[config.mk]
export PLATFORM = sky130hd
export DESIGN_NAME = bcd_tick_counter
export DESIGN_NICKNAME = d
export VERILOG_FILES = /design/src/rtl/bcd_tick_counter.sv
export SDC_FILE = /design/constraint.sdc
export NUM_CORES = 1
export LEC_CHECK = 0
export BUFFER_PORTS_ARGS = -buffer_cell sky130_fd_sc_hd__buf_2
export CAP_MARGIN = 10
export CORE_MARGIN = 2
export CORE_UTILIZATION = 53
export CTS_CLUSTER_SIZE = 25
export DETAILED_ROUTE_END_ITERATION = 7
export GPL_ROUTABILITY_DRIVEN = 1
export MAX_ROUTING_LAYER = met4
export PLACE_DENSITY = 0.81
export SYNTH_ARGS = -nofsm -noshare
export SYNTH_HDL_FRONTEND = slang
export SYNTH_SLANG_ARGS = --single-unit
[constraint.sdc]
create_clock -name Clock -period 5.5 [get_ports Clock]
set_input_delay 1.1 -clock Clock [delete_from_list [all_inputs] [get_ports Clock]]
set_output_delay 1.1 -clock Clock [all_outputs]
set_load 0.01 [all_outputs]
[src/rtl/bcd_tick_counter.sv]
// Multi-digit up/down BCD counter stepped by an internal clock-enable prescaler, with 7-segment decode.
// Optional LEADING_ZERO_BLANK_EN blanks leading zero digits above digit 0 on Hex.
module bcd_tick_counter #(
   parameter int DIV_COUNT = 50_000_000,
   parameter int DIGITS    = 2,
   parameter int MODULUS   = 100
) (
   input  logic                  Clock,
   input  logic                  Reset_n,
   input  logic                  En,
   input  logic                  Up,
   input  logic                  Clear,
   output logic [4*DIGITS-1:0]   Bcd,
   output logic [7*DIGITS-1:0]   Hex,
   output logic                  Tick,
   output logic                  Wrap
);

   function automatic int pow10(input int n);
      int r;
      r = 1;
      for (int k = 0; k < n; k++) r = r * 10;
      return r;
   endfunction

   function automatic logic [4*DIGITS-1:0] to_bcd(input int v);
      logic [4*DIGITS-1:0] r;
      int t;
      r = '0;
      t = v;
      for (int k = 0; k < DIGITS; k++) begin
         r[4*k +: 4] = 4'(t % 10);
         t = t / 10;
      end
      return r;
   endfunction

   function automatic logic [6:0] seg7(input logic [3:0] n);
      logic [6:0] s;
      case (n)
         4'd0:    s = 7'b1000000;
         4'd1:    s = 7'b1111001;
         4'd2:    s = 7'b0100100;
         4'd3:    s = 7'b0110000;
         4'd4:    s = 7'b0011001;
         4'd5:    s = 7'b0010010;
         4'd6:    s = 7'b0000010;
         4'd7:    s = 7'b1111000;
         4'd8:    s = 7'b0000000;
         4'd9:    s = 7'b0010000;
         default: s = 7'b1111111;
      endcase
      return s;
   endfunction

   if (DIGITS < 1 || DIGITS > 8 || MODULUS < 2 || MODULUS > pow10(DIGITS) || DIV_COUNT < 1) begin : g_param_err
      $error("bcd_tick_counter: illegal DIV_COUNT/DIGITS/MODULUS");
   end

   localparam int                  PW         = (DIV_COUNT > 1) ? $clog2(DIV_COUNT) : 1;
   localparam logic [PW-1:0]       PRESC_LAST = PW'(DIV_COUNT - 1);
   localparam logic [4*DIGITS-1:0] MAX_BCD    = to_bcd(MODULUS - 1);

   logic [PW-1:0]       presc_q, presc_d;
   logic [4*DIGITS-1:0] bcd_q, bcd_d;
   logic                tick_q, tick_d;
   logic                wrap_q, wrap_d;
   logic                step;
   logic [4*DIGITS-1:0] inc_bcd, dec_bcd;

   assign step = En && (presc_q == PRESC_LAST);

   // Ripple carry/borrow across digits; the modulus wrap is handled separately below.
   always_comb begin
      logic       carry;
      logic       borrow;
      logic [3:0] dig;
      inc_bcd = '0;
      dec_bcd = '0;
      carry   = 1'b1;
      borrow  = 1'b1;
      for (int i = 0; i < DIGITS; i++) begin
         dig = bcd_q[4*i +: 4];
         if (!carry)             inc_bcd[4*i +: 4] = dig;
         else if (dig == 4'd9)   inc_bcd[4*i +: 4] = 4'd0;
         else begin
            inc_bcd[4*i +: 4] = dig + 4'd1;
            carry             = 1'b0;
         end
         if (!borrow)            dec_bcd[4*i +: 4] = dig;
         else if (dig == 4'd0)   dec_bcd[4*i +: 4] = 4'd9;
         else begin
            dec_bcd[4*i +: 4] = dig - 4'd1;
            borrow            = 1'b0;
         end
      end
   end

   always_comb begin
      presc_d = presc_q;
      bcd_d   = bcd_q;
      tick_d  = 1'b0;
      wrap_d  = 1'b0;
      if (Clear) begin
         presc_d = '0;
         bcd_d   = '0;
      end else if (step) begin
         presc_d = '0;
         tick_d  = 1'b1;
         if (Up) begin
            if (bcd_q == MAX_BCD) begin
               bcd_d  = '0;
               wrap_d = 1'b1;
            end else begin
               bcd_d = inc_bcd;
            end
         end else begin
            if (bcd_q == '0) begin
               bcd_d  = MAX_BCD;
               wrap_d = 1'b1;
            end else begin
               bcd_d = dec_bcd;
            end
         end
      end else if (En) begin
         presc_d = presc_q + PW'(1);
      end
   end

   always_ff @(posedge Clock or negedge Reset_n) begin
      if (!Reset_n) begin
         presc_q <= '0;
         bcd_q   <= '0;
         tick_q  <= 1'b0;
         wrap_q  <= 1'b0;
      end else begin
         presc_q <= presc_d;
         bcd_q   <= bcd_d;
         tick_q  <= tick_d;
         wrap_q  <= wrap_d;
      end
   end

   assign Bcd  = bcd_q;
   assign Tick = tick_q;
   assign Wrap = wrap_q;

`ifdef LEADING_ZERO_BLANK_EN
   always_comb begin
      logic zero_above;
      Hex        = '1;
      zero_above = 1'b1;
      for (int i = DIGITS - 1; i >= 0; i--) begin
         zero_above = zero_above && (bcd_q[4*i +: 4] == 4'd0);
         if (i != 0 && zero_above) Hex[7*i +: 7] = 7'b1111111;
         else                      Hex[7*i +: 7] = seg7(bcd_q[4*i +: 4]);
      end
   end
`else
   always_comb begin
      Hex = '1;
      for (int i = 0; i < DIGITS; i++) Hex[7*i +: 7] = seg7(bcd_q[4*i +: 4]);
   end
`endif

endmodule

==> reports/results.ini, run 1 <==
[sta]
whs_ps=579
hold_violations=0
finClkSkew_ps=7.47
finalSetupViolations=0
post-route-period-util_pct=54.8
setup_tns_ps=0
max_clock_freq_ghz=0.332
worstMarginPinSlew_ps=825
rsz0062_at_grt=false
maxSlewHeadroom_pct=45.0
drv_slew=0
post-route-min-period_ps=3010

[critical_path]
worst-path-max-fanout=10
rr_startpoint=presc_q[12]
critPathKind=flip-flop to output pin
startpoint_type=flip-flop
worstSetupStartpoint=Bcd[5]
cp-endpoint=Hex[10]
rr_endpoint=presc_q[12]
arrival_ps=1910
r2r_slack_ps=2860
rr_worst_depth=4
cp.required_ps=4400
end_kind=output pin

[power_and_ir_drop]
p_clk_share_pct=40.4
power_density_nw_per_um2=168
seq_power_share_pct=53.9
swShare_pct=24.4
cellLeakagePower_nw=1.19
p_sw_mw=0.121
comb_power_share_pct=5.7
vdd_drop_max_mv=0.185
p_int_mw=0.374

[final_layout]
num_antenna_cells=0
fill_cells=481
syn_to_final_growth_pct=8.58
utilization_pct=58.8
nets=358
multi_input_area_um2=1670
seq_area_um2=901
drive_above_1_share_pct=12.8

[place]
place.gp.congestion=0.863
dp_hpwl_um=4580
io_buffers=28

[synth]
synth_fp_nets=344
synth-seq-cells=36
syn_inst=328
yosysUniqueCellTypes=56
netlist_area_um2=2710
yosys_warnings=0
seq_area_frac_synth_pct=33.2
avgSynthCellArea_um2=8.27
synth_edf_count=0
synth-main-ff-cell=dfrtp_1
async_flop_share_pct=100

[clocking]
insertion_delay_ps=300
clk_pin_slew_ps=70
cts_buffers=5
cts_hold_buf=0
cts.root.buffer_cell=clkbuf_8
clock-sinks=36
ctsResizeCount=0
cts_tree=built
cts_htree_levels=2
clock_tree.buffer_depth=2
cts_setup_buffers=0

[drt]
drt-pass1-iter-count=5
finalWirelength_um=6670
vias_per_cell=6.50
drt_iter0_drc=209
wire_per_inst_um=16.2
route.detailed.drc=0
antenna_left=0
vias=2685

[grt]
antenna_found_initial=0
grt_usage_pct=25.7
grt_start_max_net_pins=37
grt_pass1_vias=2353
grt_pass1_wl_um=10900
gr-total-overflow=0

[floorplanning]
ios=29
die_h_um=75.5
dieWidth_um=75.5
core_um2=5010
dieArea_um2=5710
start_util_pct=54.1
rows=26

[hold_path]
hold_path_class=flip-flop to flip-flop

[run_status]
status=finished clean

[job]
drv_cap=0

## cells in the mapped netlist, types with 3 or more instances
library cell,number,area [µm²]
clkbuf_1,17,63.8
and4_1,3,26.3
nand4_1,10,62.6
o2111ai_1,4,35.0
nor4_1,8,50.1
ha_1,11,138
nor2b_1,5,31.3
nand4b_1,3,26.3
nand3_1,13,65.1
nor3_1,5,25.0
a31oi_1,7,43.8
nor2_1,28,105
nand2_1,21,78.8
o211ai_1,5,37.5
inv_1,11,41.3
o21ai_0,20,100
or4_1,11,82.6
dfrtp_1,36,901
o31ai_1,7,52.6
nor4b_1,4,35.0
xor2_1,9,78.8
xnor2_1,4,35.0
nand2b_1,5,31.3
a21oi_1,29,145
or3_1,11,68.8
## per-stage QoR
stage          cells  total power, mW  setup WS, ps  cell area (µm²)
2_1_floorplan    328            0.288          2910             2710
3_3_place_gp     405            0.300          2490             2850
3_5_place_dp     405            0.300          2440             2850
4_1_cts          413            0.498          2490             2950
5_1_grt          413            0.517          2370             2950
6_report         413            0.495          2490             2950
## worst max-delay path: stages, from the launching register on
cell and delay (ps):
dfrtp_1 550, inv_1 160, ha_1 240, or2_2 270, a21oi_1 190, a31oi_1 50, buf_2 160
## cells by family (layout without fill, tap and decap cells)
| group | after synthesis | after routing | synth area share, % |
|---|---|---|---|
| flops | 36 | 36 | 33.2 |
| simple gates | 138 | 138 | 29.4 |
| mux | 3 | 3 | 1.20 |
| xor+xnor | 13 | 13 | 4.20 |
| buf+inv | 34 | 49 | 5.07 |
| compound gates | 93 | 93 | 21.9 |
| fa+ha+maj | 11 | 11 | 5.07 |
## layout by cell type (no fill, tap or decap), types with 5 or more instances in the layout
cell	Yosys	final
nand2_1	21	21
nand3_1	13	13
clkbuf_8	0	6
buf_2	2	28
a31oi_1	7	7
nand2b_1	5	5
nor4_1	8	8
dfrtp_1	36	36
nor2b_1	5	5
ha_1	11	11
or4_1	11	11
xor2_1	9	9
nor2_1	28	28
inv_1	11	11
or3_1	11	11
nor3_1	5	5
nand4_1	10	10
o31ai_1	7	7
o21ai_0	20	20
a21oi_1	29	29
o211ai_1	5	5
## power groups by stage
stage                     combinational [mW]  sequential (mW)  clock, mW
after floorplan                       0.0164            0.272          0
after global placement                0.0276            0.272          0
after detailed placement              0.0280            0.272          0
after CTS                             0.0280            0.267      0.203
after global routing                  0.0310            0.267      0.219
final                                 0.0281            0.267      0.200
## metal layers
layer  vias up  GRT usage (%)  share of wire (%)
met5         -              -                  0
met4         0           7.60                2.2
met3        24           5.29                6.0
met2       125           42.1                 48
met1      1264           32.2                 43
li1       1272              -                  -
## flip-flops by register name, summed over array words and instances, names as in the netlist
| name | flops |
|---|---|
| Wrap | 1 |
| Tick | 1 |
| presc_q | 26 |
| Bcd | 8 |
## final cells by class
| type | instances | area share, % |
|---|---|---|
| Clock inverter | 1 | 0.255 |
| Clock buffer | 7 | 2.93 |
| Tap cell | 70 | 2.97 |
| Inverter | 13 | 1.66 |
| Sequential cell | 36 | 30.6 |
| Timing Repair Buffer | 28 | 4.76 |
| Multi-Input combinational cell | 258 | 56.8 |
## how the worst min path moves through the flow
stage                           start     endpoint  slack [ps]  cells past startpoint
after floorplan           presc_q[24]  presc_q[24]         540                      2
after global placement    presc_q[14]  presc_q[14]         560                      2
after detailed placement  presc_q[14]  presc_q[14]         570                      2
after CTS                 presc_q[13]  presc_q[13]         580                      2
after global routing       presc_q[1]   presc_q[1]         620                      2
final                     presc_q[13]  presc_q[13]         580                      2
Note: power is estimated with default switching activity, not from simulation.
==> run 2, diff against run 1 <==
--- a/config.mk
+++ b/config.mk
@@ -5,6 +5,7 @@
 export SDC_FILE = /design/constraint.sdc
 export NUM_CORES = 1
 export LEC_CHECK = 0
+export ABC_AREA = 1
 export BUFFER_PORTS_ARGS = -buffer_cell sky130_fd_sc_hd__buf_2
 export CAP_MARGIN = 10
 export CORE_MARGIN = 2
==> constraint.sdc (replaced) <==
create_clock -name Clock -period 2.95 [get_ports Clock]
set_input_delay 0.59 -clock Clock [delete_from_list [all_inputs] [get_ports Clock]]
set_output_delay 0.59 -clock Clock [all_outputs]
set_load 0.01 [all_outputs]
==> run 2 against run 1 <==
Net effect:
- clock skew fell by 4.1 ps
- non-clock buffer count rose by 1
- core utilization rose by 3.0 points
- largest power group unchanged
- combinational power rose to 14 times the previous value
- critical path type unchanged
==> reports/results.ini, run 2 <==
[final_layout]
num_antenna_cells=0  ; unchanged
largest-register=presc_q
fill_cells=448  ; -6.9%
final_cells=494  ; +20%
nets=442  ; +23%
final_common_cell=nand2_1
drive_above_1_share_pct=12.9  ; +0.053 points
syn_to_final_growth_pct=11.5
layout_common_cells=121 x nand2_1, 53 x nor2_1, 51 x inv_1, 36 x dfrtp_1
largest_register_ffs=26  ; unchanged

[sta]
post-route-min-period_ps=2330
finClkSkew_ps=3.39  ; -4.07 ps
maxSlewHeadroom_pct=45.2  ; +0.19 points
rsz0062_at_grt=false
worstMarginPinSlew_ps=822  ; -2.89 ps
drv_slew=0  ; unchanged
max_clock_freq_ghz=0.430
post-route-period-util_pct=78.9
finalSetupViolations=0  ; unchanged
setup_tns_ps=0  ; unchanged
hold_violations=0  ; unchanged

[critical_path]
critPathKind=flip-flop to output pin
cp.required_ps=2360  ; -2040 ps
cp_num_buf_inv=2  ; unchanged
end_kind=output pin
startpoint_type=flip-flop
worst-path-max-fanout=10  ; unchanged
slowest_delay_ps=520  ; -30 ps
arrival_ps=1740  ; -170 ps
critPathTopFamily=flip-flops
crit_chain=inv_1, ha_1, o311ai_0, buf_2
crit_path_top_delay_cell=dfrtp_1

[floorplanning]
dieWidth_um=74.5  ; -1.3%
start_util_pct=55.4  ; +1.3 points
die_h_um=74.5  ; -1.3%
ios=29  ; unchanged
core_um2=4750  ; -5.1%
rows=25  ; -3.8%
dieArea_um2=5550  ; -2.7%

[drt]
drt-pass1-iter-count=5  ; unchanged
vias_per_cell=5.35  ; -18%
drt_iter0_drc=195  ; -6.7%
wire_per_inst_um=12.8  ; -21%
finalWirelength_um=6340  ; -5.0%
antenna_left=0  ; unchanged
vias=2643  ; -1.6%
route.detailed.drc=0  ; unchanged

[place]
dp_hpwl_um=4800  ; +4.8%
dp.cells=486  ; +20%
place.gp.congestion=0.933  ; +8.1%
io_buffers=28  ; unchanged

[clocking]
cts.root.buffer_cell=clkbuf_8
cts_buffers=5  ; unchanged
clk_pin_slew_ps=80  ; about the same
clock_tree.buffer_depth=2  ; unchanged
cts_setup_buffers=0  ; unchanged
cts_hold_buf=0  ; unchanged
insertion_delay_ps=290  ; about the same
ctsResizeCount=0  ; unchanged
cts_htree_levels=2  ; unchanged
cts_tree=built
clock-sinks=36  ; unchanged

[synth]
synth_area_leaders=dfrtp_1 34%, nand2_1 17%, nor2_1 7.5%
seq_area_frac_synth_pct=34.2  ; +0.96 points
synth-main-ff-cell=dfrtp_1
synth_top_area_share_pct=34.2  ; +0.96 points
netlist_area_um2=2640  ; -2.8%
synth_edf_count=0  ; unchanged
syn_inst=397  ; +21%
synth.most_common_cell=nand2_1
yosys_warnings=0  ; unchanged
yosysUniqueCellTypes=33  ; -41%
avgSynthCellArea_um2=6.64  ; -20%
synth-seq-cells=36  ; unchanged
yosys.area.top_type=dfrtp_1
synth_fp_nets=413  ; +20%
ys_top_cells_by_count=121 x nand2_1, 53 x nor2_1, 51 x inv_1
async_flop_share_pct=100  ; unchanged

[run_status]
status=finished clean

[hold_path]
hold_path_class=input pin to async pin

[grt]
grt_pass1_vias=2397  ; +1.9%
gr-total-overflow=0  ; unchanged
antenna_found_initial=0  ; unchanged
grt_start_max_net_pins=37  ; unchanged
grt_usage_pct=25.3  ; -0.38 points
grt_pass1_wl_um=10400  ; -4.5%

[power_and_ir_drop]
vdd_drop_max_mv=0.392  ; +110%
power_density_nw_per_um2=473  ; +180%
cellLeakagePower_nw=1.48  ; +24%

[job]
drv_cap=0  ; unchanged

[run 2: cell types whose count changed after synthesis, sizes merged, moves of 6 or more]
cell and change:
a21oi -18, nor3 +6, clkbuf -15, or3 -11, or4 -12, nand2 +105
inv +42, a31oi -6, o31ai -7, nor2 +33, nor4 -8, nand3 +16
[run 2: where the power goes]
part           switching (mW)  internal (mW)
logic                   0.235          0.145
registers              0.0562          0.513
clock network           0.192          0.250
[run 2: final cells by class]
cell class,instances,area [µm²],area share (%)
Multi-Input combinational cell,301,1500,50.9
Sequential cell,36,901,30.7
Inverter,53,199,6.77
Timing Repair Buffer,29,148,5.02
Tap cell,67,83.8,2.85
Clock buffer,5,68.8,2.34
Clock inverter,3,42.5,1.45
[run 2: metal layers]
metal / wire length (µm) / track usage [%] / vias up / part of all wire, %
li1: - / - / 1314 / -
met1: 2860 / 30.9 / 1238 / 45
met2: 3050 / 43.0 / 76 / 48
met3: 306 / 3.66 / 15 / 4.8
met4: 111 / 8.33 / 0 / 1.8
met5: 0 / - / - / 0
[run 2: cells by family after synthesis]
group	Yosys count	share of synthesized area, %
fa+ha+maj	11	5.22
xor+xnor	9	2.99
simple gates	238	39.7
compound gates	43	8.88
buf+inv	60	9.07
flops	36	34.2
[run 2: worst paths after layout]
kind | start | slack (ps) | to | depth (start not counted)
setup reg to reg | presc_q[0] | 1110 | Bcd[4] | 10
min in group Clock | presc_q[22] | 550 | presc_q[22] | 2
setup / recovery | Bcd[4] | 620 | Hex[12] | 4
max in group asynchronous | Reset_n | 2040 | presc_q[7] | 1
hold / removal | Reset_n | 390 | presc_q[24] | 1
hold reg to reg | presc_q[22] | 550 | presc_q[22] | 2
[run 2: metrics by stage]
step	total power, mW	setup WS, ps	area (µm²)	hold WS (ps)	utilization (%)
floorplan	0.811	1000	2640	294	-
global placement	0.945	1040	2830	524	59.5
detailed placement	0.953	977	2830	532	59.5
CTS	1.40	624	2940	410	61.8
global route	1.47	508	2940	459	61.8
finish	1.39	622	2940	392	61.8
==> run 3, diff against run 2 <==
==> constraint.sdc (replaced) <==
create_clock -name Clock -period 2.2 [get_ports Clock]
set_input_delay 0.44 -clock Clock [delete_from_list [all_inputs] [get_ports Clock]]
set_output_delay 0.44 -clock Clock [all_outputs]
set_load 0.01 [all_outputs]
==> run 3 against run 2 <==
Net effect:
- register-to-register slack worse by 640 ps
- core utilization is 0.13 points lower
- largest cell class unchanged
- critical path depth is 1 lower
- largest power group unchanged
- cell count is 0.40% higher
- clock power hardly changed
- critical path type unchanged
==> reports/results.ini, run 3 (synthesized netlist as in run 2, its figures left out) <==
[place]
place.gp.congestion=0.922  ; -1.3%
dp.cells=489  ; +0.62%
io_buffers=28  ; unchanged
placed_cell_area_um2=2850  ; +0.80%
preCtsSetupSlack_ps=401  ; -576 ps
dp_hpwl_um=4550  ; -5.2%

[grt]
grt_pass1_vias=2392  ; -0.21%
met1_usage_pct=32.7  ; +1.7 points
gr-total-overflow=0  ; unchanged
grt_pass1_wl_um=10600  ; +1.6%
antenna_found_initial=0  ; unchanged
grt_use_met2_pct=41.0  ; -2.0 points
top_usage_layer=met2
grt_start_max_net_pins=37  ; unchanged
use_met3_pct=4.07  ; +0.41 points
grt_usage_pct=25.4  ; +0.073 points

[clocking]
cts_htree_levels=2  ; unchanged
cts_setup_buffers=0  ; unchanged
insertion_delay_ps=290  ; about the same
clk_pin_slew_ps=70  ; about the same
clock_tree.buffer_depth=2  ; unchanged
cts_hold_buf=0  ; unchanged
cts.root.buffer_cell=clkbuf_8
cts_buffers=5  ; unchanged
cts_tree=built
clock-sinks=36  ; unchanged

[sta]
post-route-min-period_ps=2070
fin_ws_ps=130  ; -493 ps
post-route-period-util_pct=94.1
worstMarginPinSlew_ps=813  ; -8.92 ps
rsz0062_at_grt=true
finalSetupViolations=0  ; unchanged
setup_tns_ps=0  ; unchanged
drv_slew=0  ; unchanged
max_clock_freq_ghz=0.483
finClkSkew_ps=3.35  ; -0.0406 ps
hold_violations=0  ; unchanged
maxSlewHeadroom_pct=45.8  ; +0.59 points

[run_status]
status=finished clean

[critical_path]
end_kind=output pin
worst-path-max-fanout=14  ; +4
r2r_slack_ps=470  ; -640 ps
critPathKind=flip-flop to output pin
rr_startpoint=presc_q[0]
rr_endpoint=Bcd[2]
startpoint_type=flip-flop
cp.required_ps=1760  ; -600 ps
rr_worst_depth=10  ; unchanged
arrival_ps=1630  ; -110 ps
worstSetupStartpoint=Bcd[6]

[drt]
vias_per_cell=5.23  ; -2.3%
finalWirelength_um=6090  ; -3.9%
vias=2593  ; -1.9%
wire_per_inst_um=12.3  ; -4.3%
antenna_left=0  ; unchanged
route.detailed.drc=0  ; unchanged
drt-pass1-iter-count=4  ; -1
drt_iter0_drc=191  ; -2.1%

[final_layout]
final_cells=496  ; +0.40%
nets=445  ; +0.68%
largest_register_ffs=26  ; unchanged
final_common_cell=nand2_1
num_antenna_cells=0  ; unchanged
largest-register=presc_q
syn_to_final_growth_pct=11.2
utilization_pct=61.7  ; -0.13 points
drive_above_1_share_pct=14.0  ; +1.1 points
final_design_area_no_fill_um2=2930  ; -0.21%
layout_common_cells=121 x nand2_1, 53 x nor2_1, 51 x inv_1, 32 x dfrtp_1

[power_and_ir_drop]
vdd_drop_max_mv=0.396  ; +1.1%
cellLeakagePower_nw=1.47  ; -0.28%
power_density_nw_per_um2=586  ; +24%

[floorplanning]
ios=29  ; unchanged
die_h_um=74.5  ; unchanged
rows=25  ; unchanged
dieWidth_um=74.5  ; unchanged
core_um2=4750  ; unchanged
start_util_pct=55.4  ; unchanged
dieArea_um2=5550  ; unchanged

[job]
drv_cap=0  ; unchanged

[hold_path]
hold_path_class=input pin to async pin

## run 3: changes by cell type in the layout (fill, tap and decap cells not counted), sizes merged
cell	before	now
buf	29	32
bufinv	1	0
clkbuf	5	6
clkinvlp	1	0
## run 3: worst max-delay path, stage by stage, from the launching register on
cell and delay [ps]:
dfrtp_1 530, o21ai_1 440, o311ai_0 200, buf_2 180
## run 3: stage by stage
step	hold slack [ps]	power, mW
6_report	237	1.72
5_1_grt	305	1.84
4_1_cts	271	1.72
3_5_place_dp	523	1.28
3_3_place_gp	515	1.27
2_1_floorplan	144	1.09
## run 3: worst max path at each step
stage	end	slack, ps	cells after the start
finish	Hex[12]	130	3
global route	Hex[12]	-0.5	3
CTS	Hex[11]	80	5
detailed placement	Hex[10]	400	6
global placement	Hex[10]	430	6
floorplan	Hex[12]	400	3
## run 3: per-layer routing
metal,routed length (µm),share of wire [%]
met1,2840,47
met2,2910,48
met3,259,4.3
met4,74,1.2
met5,0,0
## run 3: timing repair
item                       4_1_cts  5_1_grt
hold endpoints to repair         0        0
setup endpoints to repair        0        6
resized for setup                0        5
## run 3: report_power, final
group | total, mW | internal (mW) | switching (mW)
Combinational | 0.511 | 0.199 | 0.312
Clock | 0.443 | 0.215 | 0.228
Sequential | 0.765 | 0.691 | 0.0743
## run 3: final cells by class
class / instances / area, µm²
fillers: 440 / 1820
multi-input cells: 301 / 1500
flip-flops and latches: 36 / 906
inverters: 53 / 199
repair buffers: 32 / 170
well taps: 67 / 83.8
clock buffers: 6 / 72.6
clock inverters: 1 / 5.00
